<file path="config.mk">
export PLATFORM = sky130hd
export DESIGN_NAME = mips_fetch_stage
export DESIGN_NICKNAME = d
export VERILOG_FILES = /design/src/rtl/mips_pkg.sv /design/src/rtl/mips_next_pc.sv /design/src/rtl/mips_fetch_stage.sv
export SDC_FILE = /design/constraint.sdc
export NUM_CORES = 1
export LEC_CHECK = 0
export BUFFER_PORTS_ARGS = -buffer_cell sky130_fd_sc_hd__buf_2
export CAP_MARGIN = 20
export CORE_ASPECT_RATIO = 0.8
export CORE_MARGIN = 2
export CORE_UTILIZATION = 31
export DETAILED_ROUTE_END_ITERATION = 16
export HOLD_SLACK_MARGIN = 0.12
export PLACE_DENSITY = 0.53
export SYNTH_ARGS = -nofsm -noshare
export SYNTH_HDL_FRONTEND = slang
export SYNTH_HIERARCHICAL = 1
export SYNTH_SLANG_ARGS = --single-unit
</file>
<file path="constraint.sdc">
create_clock -name clk -period 2.94 [get_ports clk]
set_clock_uncertainty 0.15 [all_clocks]
set_input_delay 0.441 -clock clk [delete_from_list [all_inputs] [get_ports clk]]
set_output_delay 0.441 -clock clk [all_outputs]
set_load 0.1 [all_outputs]
</file>
<file path="src/rtl/mips_pkg.sv">
// Shared definitions for the MIPS fetch stage: word width, reset/NOP constants,
// IF/ID occupancy states and instruction field extractors.
package mips_pkg;

    localparam int WORD_W = 32;

    localparam logic [WORD_W-1:0] NOP_INSTR        = 32'h0000_0000;
    localparam logic [WORD_W-1:0] DEFAULT_RESET_PC = 32'h0000_0000;

    localparam int IMM16_W  = 16;
    localparam int JIDX26_W = 26;

    // IF/ID occupancy; the encoding doubles as the ifid_valid output bit.
    typedef enum logic {
        IFID_EMPTY = 1'b0,
        IFID_FULL  = 1'b1
    } ifid_state_t;

    function automatic logic [IMM16_W-1:0] imm16(input logic [WORD_W-1:0] instr);
        return instr[IMM16_W-1:0];
    endfunction

    function automatic logic [JIDX26_W-1:0] jidx26(input logic [WORD_W-1:0] instr);
        return instr[JIDX26_W-1:0];
    endfunction

endpackage

</file>
<file path="src/rtl/mips_next_pc.sv">
// Combinational next-PC selection: sequential PC+4 or an ID-resolved redirect
// (jr > jump > branch), only honoured while IF/ID holds a real instruction.
module mips_next_pc
    import mips_pkg::*;
(
    input  logic [WORD_W-1:0] pc,
    input  logic [WORD_W-1:0] ifid_instr,
    input  logic [WORD_W-1:0] ifid_pc_plus4,
    input  logic              ifid_valid,
    input  logic              branch_taken,
    input  logic              jump,
    input  logic              jr,
    input  logic [WORD_W-1:0] jr_target,
    output logic [WORD_W-1:0] next_pc,
    output logic              redirect
);

    logic [IMM16_W-1:0]  imm;
    logic [JIDX26_W-1:0] jidx;
    logic [WORD_W-1:0]   branch_offset;

    assign imm  = imm16(ifid_instr);
    assign jidx = jidx26(ifid_instr);

    // Word-aligned, sign-extended branch displacement.
    assign branch_offset[1:0] = 2'b00;
    generate
        for (genvar gi = 0; gi < IMM16_W; gi++) begin : g_off_lo
            assign branch_offset[gi+2] = imm[gi];
        end
        for (genvar gi = IMM16_W + 2; gi < WORD_W; gi++) begin : g_off_sx
            assign branch_offset[gi] = imm[IMM16_W-1];
        end
    endgenerate

    always_comb begin
        redirect = ifid_valid & (jr | jump | branch_taken);
        next_pc  = pc + 32'd4;
        if (redirect) begin
            if (jr) begin
                next_pc = {jr_target[WORD_W-1:2], 2'b00};
            end else if (jump) begin
                next_pc = {ifid_pc_plus4[WORD_W-1:28], jidx, 2'b00};
            end else begin
                next_pc = ifid_pc_plus4 + branch_offset;
            end
        end
    end

endmodule

</file>
<file path="src/rtl/mips_fetch_stage.sv">
// MIPS instruction-fetch stage: owns the PC, the IF/ID pipeline register and the
// fetch counter; redirects flush the wrong-path word and leave one bubble.
module mips_fetch_stage #(
    parameter logic [31:0] RESET_PC  = mips_pkg::DEFAULT_RESET_PC,
    parameter logic [31:0] NOP_INSTR = mips_pkg::NOP_INSTR
) (
    input  logic        clk,
    input  logic        reset,
    output logic [31:0] imem_addr,
    input  logic [31:0] imem_instr,
    input  logic        stall,
    input  logic        branch_taken,
    input  logic        jump,
    input  logic        jr,
    input  logic [31:0] jr_target,
    output logic [31:0] ifid_instr,
    output logic [31:0] ifid_pc_plus4,
    output logic        ifid_valid,
    output logic        redirect,
    output logic [31:0] fetch_count
);
    import mips_pkg::*;

    logic [WORD_W-1:0] pc_reg,            pc_next;
    logic [WORD_W-1:0] ifid_instr_reg,    ifid_instr_next;
    logic [WORD_W-1:0] ifid_pc_plus4_reg, ifid_pc_plus4_next;
    logic [WORD_W-1:0] fetch_count_reg,   fetch_count_next;
    ifid_state_t       state_reg,         state_next;
    logic [WORD_W-1:0] target_pc;

    mips_next_pc u_next_pc (
        .pc            (pc_reg),
        .ifid_instr    (ifid_instr_reg),
        .ifid_pc_plus4 (ifid_pc_plus4_reg),
        .ifid_valid    (ifid_valid),
        .branch_taken  (branch_taken),
        .jump          (jump),
        .jr            (jr),
        .jr_target     (jr_target),
        .next_pc       (target_pc),
        .redirect      (redirect)
    );

    always_ff @(posedge clk) begin
        if (reset) begin
            pc_reg            <= RESET_PC;
            ifid_instr_reg    <= NOP_INSTR;
            ifid_pc_plus4_reg <= '0;
            fetch_count_reg   <= '0;
            state_reg         <= IFID_EMPTY;
        end else begin
            pc_reg            <= pc_next;
            ifid_instr_reg    <= ifid_instr_next;
            ifid_pc_plus4_reg <= ifid_pc_plus4_next;
            fetch_count_reg   <= fetch_count_next;
            state_reg         <= state_next;
        end
    end

    // Redirect beats stall: the wrong-path word must never survive a hold.
    always_comb begin
        pc_next            = pc_reg;
        ifid_instr_next    = ifid_instr_reg;
        ifid_pc_plus4_next = ifid_pc_plus4_reg;
        fetch_count_next   = fetch_count_reg;
        state_next         = state_reg;
        if (redirect) begin
            pc_next            = target_pc;
            ifid_instr_next    = NOP_INSTR;
            ifid_pc_plus4_next = '0;
            state_next         = IFID_EMPTY;
        end else if (!stall) begin
            pc_next            = target_pc;
            ifid_instr_next    = imem_instr;
            ifid_pc_plus4_next = pc_reg + 32'd4;
            fetch_count_next   = fetch_count_reg + 32'd1;
            state_next         = IFID_FULL;
        end
    end

    assign imem_addr     = pc_reg;
    assign ifid_instr    = ifid_instr_reg;
    assign ifid_pc_plus4 = ifid_pc_plus4_reg;
    assign ifid_valid    = (state_reg == IFID_FULL);
    assign fetch_count   = fetch_count_reg;

endmodule

</file>
* Word-level counts from Yosys, hierarchy flattened *
Index checks and enable logic that the tools add are counted.

word-level totals
  bits of input ports = 70
  latch bits = 0
  ROM bits = 0
  bits in writable memories = 0
  flip-flop bits (word level) = 129
  logic and storage cells = 21
  memories = 0

operators by class
  add/subtract/negate cells = 3
  equality and inequality tests = 1
  shift operators = 0
  multipliers = 0
  order comparisons = 0
  mux-type cells = 5
  reductions and logical operators = 2
  bitwise logic cells = 5
  divide/modulo/power cells = 0

operator list
  operator                                                                  count
  32-bit 2-to-1 mux                                                         5
  32-bit by 1-bit adder with 32-bit output (second input constant)          1
  32-bit by 3-bit adder with 32-bit output (second input constant)          1
  32-bit adder                                                              1
  2-bit by 1-bit inequality test with 1-bit output (second input constant)  1
  1-bit inverter                                                            2
  1-bit bitwise OR                                                          2
  2-bit AND reduction                                                       1
  2-bit OR reduction                                                        1
  1-bit bitwise AND                                                         1

* Longest topological paths before layout *
Gate-level depths: netlist (run 1).

  word-level depth = 6
  depth in mapped cells = 11
  depth with buffers taken out = 11

* Modules after synthesis *
Netlist (run 1), hierarchy kept.

by module, submodules not included
  module            times used  sequential area each (um^2)  cells an instance  area an instance (um^2)
  mips_fetch_stage  1           2582.5                       607                5311.3
  mips_next_pc      1           0.0                          462                3103.0

* Worst setup path after synthesis (run 1) *
Ideal clock, no wire load.

  path kind = flip-flop to flip-flop
  start = reg state_reg (netlist: ifid_valid)
  end = reg fetch_count_reg[7] (netlist: fetch_count[7])
  period minus slack after synthesis = 4033 ps
  stages on the path, launching flop included = 10
  library setup time = 128 ps
  arrival time = 3755 ps
  path slack = -1093 ps
  path through = dfxtp_1 o31ai_2 inv_1 clkbuf_1 nor2_1 and4_1 buf_2 and3_1 xnor2_1 nor2_1

between the ends
  cells in the longest elaborated chain, start to end = 3

RTL lines
  item                           RTL line                text
  start, declared                mips_fetch_stage.sv:28  ifid_state_t state_reg, state_next;
  start signal, assigned         mips_fetch_stage.sv:56  state_reg <= state_next;
  1-bit bitwise AND              mips_next_pc.sv:37      redirect = ifid_valid & (jr | jump | branch_taken);
  via redirect                   mips_fetch_stage.sv:19  output logic redirect,
  1-bit inverter (no line)       n/a
  2-bit AND reduction (no line)  n/a
  end signal, assigned           mips_fetch_stage.sv:55  fetch_count_reg <= fetch_count_next;
  end, declared                  mips_fetch_stage.sv:27  logic [WORD_W-1:0] fetch_count_reg, fetch_count_next;

The timed path passes the listed nets, and every way through them passes these cells.
A chain may end at the register's enable or synchronous reset.

* Final worst setup path (run 1) *
  start = reg ifid_pc_plus4_reg[3] (netlist: ifid_pc_plus4[3])
  end = reg pc_reg[23] (netlist: imem_addr[23])

between the ends
  cells in the longest elaborated chain, start to end = 6

RTL lines
  item                    RTL line                text
  start, declared         mips_fetch_stage.sv:26  logic [WORD_W-1:0] ifid_pc_plus4_reg, ifid_pc_plus4_next;
  start signal, assigned  mips_fetch_stage.sv:54  ifid_pc_plus4_reg <= ifid_pc_plus4_next;
  32-bit adder *          mips_next_pc.sv:45      next_pc = ifid_pc_plus4 + branch_offset;
  32-bit 2-to-1 mux *     mips_next_pc.sv:42      end else if (jump) begin
  32-bit 2-to-1 mux *     mips_next_pc.sv:40      if (jr) begin
  32-bit 2-to-1 mux *     mips_next_pc.sv:39      if (redirect) begin
  32-bit 2-to-1 mux       mips_fetch_stage.sv:72  end else if (!stall) begin
  32-bit 2-to-1 mux *     mips_fetch_stage.sv:67  if (redirect) begin
  via pc_next[23]         mips_fetch_stage.sv:24  logic [WORD_W-1:0] pc_reg, pc_next;
  end signal, assigned    mips_fetch_stage.sv:52  pc_reg <= pc_next;
  end, declared           mips_fetch_stage.sv:24

The timed path passes the listed nets; every way through them passes the cells marked *. The select of a mux whose other input is x is not followed.

==> results.yml, run 1 <==
routing:
  wl_per_cell_um: 18.6
  antenna_left: 0
  drt_drc_violations_left: 0
  routed_wl_mm: 31.3
  firstDrtPassIters: 5
  avgViaCountPerCell: 5.24
  vias: 8829
  drt-initial-drc-count: 571
floorplan:
  pin_count: 200
  die-width_um: 188
  rows: 53
  coreArea_um2: 26500
  dieArea_um2: 28500
  initial_core_util_pct: 31.8
  die_h_um: 151
critical_path:
  cp.arrival_ns: 3.06
  worstPathMaxFanout: 4
  end_kind: "flop"
  path_class: "flop to flop"
  start_kind: "flop"
  cp.required_ns: 3.15
timing:
  period_needed_ns: 2.85
  setup_viol_count_final: 0
  slew_violations: 0
  rsz0062_at_grt: "true"
  max-slew-margin-rel_pct: 33.7
  tightest_slew_ns: 0.995
  worst_slack_ns: 0.0880
  fin_crit_sh_pct: 97.0
  fmax_ghz: 0.351
  hold_viol: 0
clock_tree:
  clkLatencyLatePin_ns: 0.44
  cts_tree: "built"
  cts-root-buf: "clkbuf_16"
  path_clk_slew_ns: 0.06
  cts_num_sinks: 129
  cts_made_buffers: 17
  cts_buffer_depth: 2
  htreeDepth: 4
global_route:
  grt_usage_pct: 21.7
  grt_pass1_wl_mm: 47.5
  grt_max_degree: 65
  grt_pass1_vias: 8170
  antenna_found_initial: 1
  overflow: 0
yosys:
  synth_most_common_cell: "nand2_1"
  yosys-top-cells-count: "nand2_1, dfxtp_1, nor2_1, a21oi_1, xor2_1"
  yosys-top-cells-area: "dfxtp_1, nand2_1, a21oi_1"
  synth_top_area_cell: "dfxtp_1"
  synthArstFlopShare_pct: 0
  ys_types: 71
  ys.flop_type: "dfxtp_1"
  yosys_warnings: 6
  syn_area_um2: 8410
  netlist_instances: 1069
  seq_area_frac_synth_pct: 30.7
  syn_avg_cell_area_um2: 7.87
  synth_edf_count: 0
  syn_nets: 1172
  synth_top_area_share_pct: 30.7
  synth_seq_cells: 129
placed_design:
  postPlaceCellArea_um2: 10100
  dp_hpwl_mm: 23.1
  pre_cts_ws_ns: 0.0405
  place.port_buffers: 197
  routabilityCongestion: 0.940
layout:
  drive_above_1_share_pct: 27.7
  syn_to_final_growth_pct: 31.5
  n_antenna_cell: 0
  nNetsFinal: 1419
  final_area_um2: 11100
worst_hold_path:
  hold_path.class: "primary input to flop"
pwr:
  peakVddDrop_uv: 402
  p_per_area_nw_per_um2: 503
  p_leak_nw: 4.91
status:
  status: "completed"
run:
  cap_violations: 0
-- layout by cell type (no fill, tap or decap), types with 38 or more instances in the layout --
| cell type | synthesis | layout |
|---|---|---|
| mux2i_1 | 40 | 40 |
| dfxtp_2 | 0 | 40 |
| xnor2_1 | 48 | 48 |
| o21ai_0 | 52 | 47 |
| a21oi_1 | 99 | 96 |
| dfxtp_1 | 129 | 89 |
| nand4_1 | 38 | 38 |
| nor2_1 | 116 | 115 |
| buf_4 | 2 | 58 |
| nand2_1 | 138 | 138 |
| nand3_1 | 41 | 41 |
| buf_2 | 6 | 196 |
| xor2_1 | 55 | 55 |
-- timing repair --
action,4_1_cts,5_1_grt
resized for setup,0,22
buffers inserted,1,0
setup endpoints to repair,1,19
hold endpoints to repair,32,0
pin swaps,1,5
hold buffers,32,0
cloned,0,0
-- layer usage --
layer | wire length, um | part of all wire [%] | GRT usage (%) | up-vias
met1 | 15300 | 49 | 31.1 | 4155
met3 | 2220 | 7.1 | 5.10 | 31
met4 | 442 | 1.4 | 6.18 | 2
met5 | 13 | 0.042 | 0 | -
li1 | - | - | - | 4349
met2 | 13300 | 42 | 32.3 | 292
-- final timing paths --
kind                                               startpoint                             to  slack (ns)  cells after the start
worst max-delay path            ifid_pc_plus4[3]$_SDFFE_PP0N_     imem_addr[23]$_SDFFE_PP0P_        0.09                     12
worst min-delay path                                    stall  ifid_pc_plus4[0]$_SDFFE_PP0N_        0.30                      3
worst max register to register  ifid_pc_plus4[3]$_SDFFE_PP0N_     imem_addr[23]$_SDFFE_PP0P_        0.09                     12
worst min register to register  ifid_pc_plus4[4]$_SDFFE_PP0N_  ifid_pc_plus4[4]$_SDFFE_PP0N_        0.33                      2
-- power breakdown --
| group | total [mW] | leakage, nW | switching [mW] | internal [mW] |
|---|---|---|---|---|
| clock | 2.09 | 0.264 | 0.840 | 1.25 |
| combinational | 1.52 | 3.58 | 1.12 | 0.402 |
| sequential | 1.95 | 1.07 | 0.114 | 1.84 |
| total | 5.57 | 4.91 | 2.08 | 3.49 |
-- cell families after synthesis --
| logic type | synth area share [%] |
|---|---|
| muxes | 4.89 |
| buffers and inverters | 3.60 |
| adders and majority gates | 5.00 |
| xor gates and xnor gates | 10.7 |
| and+or+nand+nor | 24.5 |
| AOI/OAI and AO/OA | 20.6 |
| DFF | 30.7 |
-- final cells by class --
type	count	area, um^2
Clock buffer	20	447
Clock inverter	10	114
Fill cell	2781	15400
Inverter	11	41.3
Multi-Input combinational cell	869	5600
Sequential cell	129	2630
Tap cell	357	447
Timing Repair Buffer	288	1780
-- stage by stage --
step | hold slack, ns | std cells | TNS, ns | utilization, % | power, mW
detailed placement | 0.317 | 1621 | 0 | 38.2 | 3.46
floorplan | 0.435 | 1069 | 0 | - | 3.05
global route | 0.305 | 1684 | -0.0349 | 41.8 | 5.81
finish | 0.298 | 1684 | 0 | 41.8 | 5.57
global placement | 0.314 | 1621 | 0 | 38.2 | 3.45
CTS | 0.273 | 1684 | 0 | 41.6 | 5.62
-- critical path: stages (launching register included) --
cell	delay, ns
dfxtp_2	0.34
ha_1	0.30
a211oi_1	0.07
buf_4	0.15
o21ai_1	0.30
nand4_1	0.26
buf_4	0.21
and3_1	0.15
nor2_1	0.14
xnor2_1	0.12
a221oi_1	0.36
nand2_1	0.09
a21oi_1	0.14
Power figures use the tool's default switching activity.
==> inputs of run 2 (changes only) <==
- CORE_UTILIZATION: 31 -> 50
- CTS_BUF_LIST: default -> sky130_fd_sc_hd__clkbuf_16
- PLACE_DENSITY: 0.53 -> 0.78
==> results.yml, run 2 (same netlist as run 1, synthesis figures left out) <==
status:
  status: "completed"
global_route:
  grt_max_degree: 49
  gr-usage-met2_pct: 47.7
  grt_pass1_vias: 8363
  met1_usage_pct: 42.9
  grt_usage_pct: 31.4
  antenna_found_initial: 1
  busiest_layer: "met2"
  grt_pass1_wl_mm: 44.4
  overflow: 0
  grt_util_met3_pct: 8.52
pwr:
  seqPwrFrac_pct: 34.7
  p_leak_nw: 4.80
  p_switching_mw: 2.08
  p_per_area_nw_per_um2: 527
  pwr-share-clk_pct: 39.2
  swShare_pct: 36.9
  peakVddDrop_uv: 375
  report.power.total_mw: 5.63
  p_int_mw: 3.55
  pwr-share-comb_pct: 26.1
placed_design:
  dp_hpwl_mm: 20.1
  dp_cells: 1461
  place.port_buffers: 197
  routabilityCongestion: 0.984
  postPlaceCellArea_um2: 9750
  pre_cts_ws_ns: 0.0423
timing:
  period_needed_ns: 2.75
  setup_tns_ns: 0
  setup_viol_count_final: 0
  fin_crit_sh_pct: 93.4
  tightest_slew_ns: 0.965
  fmax_ghz: 0.364
  rsz0062_at_grt: "false"
  worst_slack_ns: 0.193
  max-slew-margin-rel_pct: 35.6
  slew_violations: 0
  hold_viol: 0
  whs_ns: 0.132
floorplan:
  initial_core_util_pct: 51.0
  coreArea_um2: 16500
  pin_count: 200
  dieArea_um2: 17900
  die_h_um: 120
  die-width_um: 149
  rows: 42
layout:
  multi_input_area_um2: 5570
  final_cell_mix: "buf_2, nand2_1, nor2_1"
  regArea_um2: 2630
  fillCellCount: 1438
  drive_above_1_share_pct: 25.9
  fin_util_pct: 64.7
  final_common_cell: "buf_2"
  stdcell_count: 1524
  syn_to_final_growth_pct: 27.0
  nNetsFinal: 1393
  final_area_um2: 10700
critical_path:
  startpoint: "ifid_instr[0]$_SDFFE_PP0N_"
  cp.arrival_ns: 2.89
  end_kind: "flop"
  cp.required_ns: 3.08
  worstPathMaxFanout: 4
  r2r-start: "ifid_instr[0]$_SDFFE_PP0N_"
  start_kind: "flop"
  path_class: "flop to flop"
routing:
  antenna_left: 0
  firstDrtPassIters: 5
  avgViaCountPerCell: 5.93
  wl_per_cell_um: 18.5
  drt-initial-drc-count: 795
  vias: 9036
  drt_drc_violations_left: 0
  routed_wl_mm: 28.3
clock_tree:
  path_clk_slew_ns: 0.06
  cts-root-buf: "clkbuf_16"
  cts_num_sinks: 129
  htreeDepth: 4
  cts_made_buffers: 17
  clkLatencyLatePin_ns: 0.43
  cts_tree: "built"
  cts_buffer_depth: 2
worst_hold_path:
  min-delay-start: "imem_instr[6]"
  hold_path.class: "primary input to flop"
run:
  cap_violations: 0
-- run 2: final cells by class --
| cell class | count | area share (%) |
|---|---|---|
| multi-input cells | 869 | 52.1 |
| flip-flops and latches | 129 | 24.6 |
| repair buffers | 262 | 14.6 |
| clock buffers | 17 | 3.98 |
| well taps | 220 | 2.58 |
| clock inverters | 15 | 1.67 |
| inverters | 11 | 0.386 |
| diodes | 1 | 0.0234 |
-- run 2: routing by layer --
metal	vias up	share of wire (%)	wire length, um
met4	0	2.8	799
met1	4209	44	12500
met3	70	9.8	2770
met5	-	0	0
met2	461	43	12200
li1	4296	-	-
-- run 2: power groups by stage --
stage,clock network [mW],registers [mW],logic (mW)
finish,2.21,1.96,1.47
CTS,2.23,1.95,1.45
floorplan,0,2.55,0.500
global route,2.30,1.97,1.54
detailed placement,0,1.99,1.41
global placement,0,1.99,1.40
-- run 2: final timing paths --
check	endpoint	slack (ns)	depth (start not counted)
max	imem_addr[18]$_SDFFE_PP0P_	0.19	11
min	ifid_instr[6]$_SDFFE_PP0N_	0.13	3
max reg2reg	imem_addr[18]$_SDFFE_PP0P_	0.19	11
min reg2reg	ifid_pc_plus4[8]$_SDFFE_PP0N_	0.33	2
-- run 2: repair_timing --
item,4_1_cts,5_1_grt
buffers inserted,0,1
endpoints found under the hold margin,29,0
resized for setup,0,10
setup endpoints to repair,0,13
hold buffers,29,0
-- run 2: critical path: stages (launching register included) --
cell and delay, ns:
dfxtp_2 0.34, ha_2 0.21, fa_2 0.36, a21o_1 0.20
and4_4 0.21, o211ai_4 0.24, a21oi_1 0.15, or3_1 0.34
a21oi_1 0.20, a221oi_1 0.07, nand2_1 0.08, a21oi_1 0.06
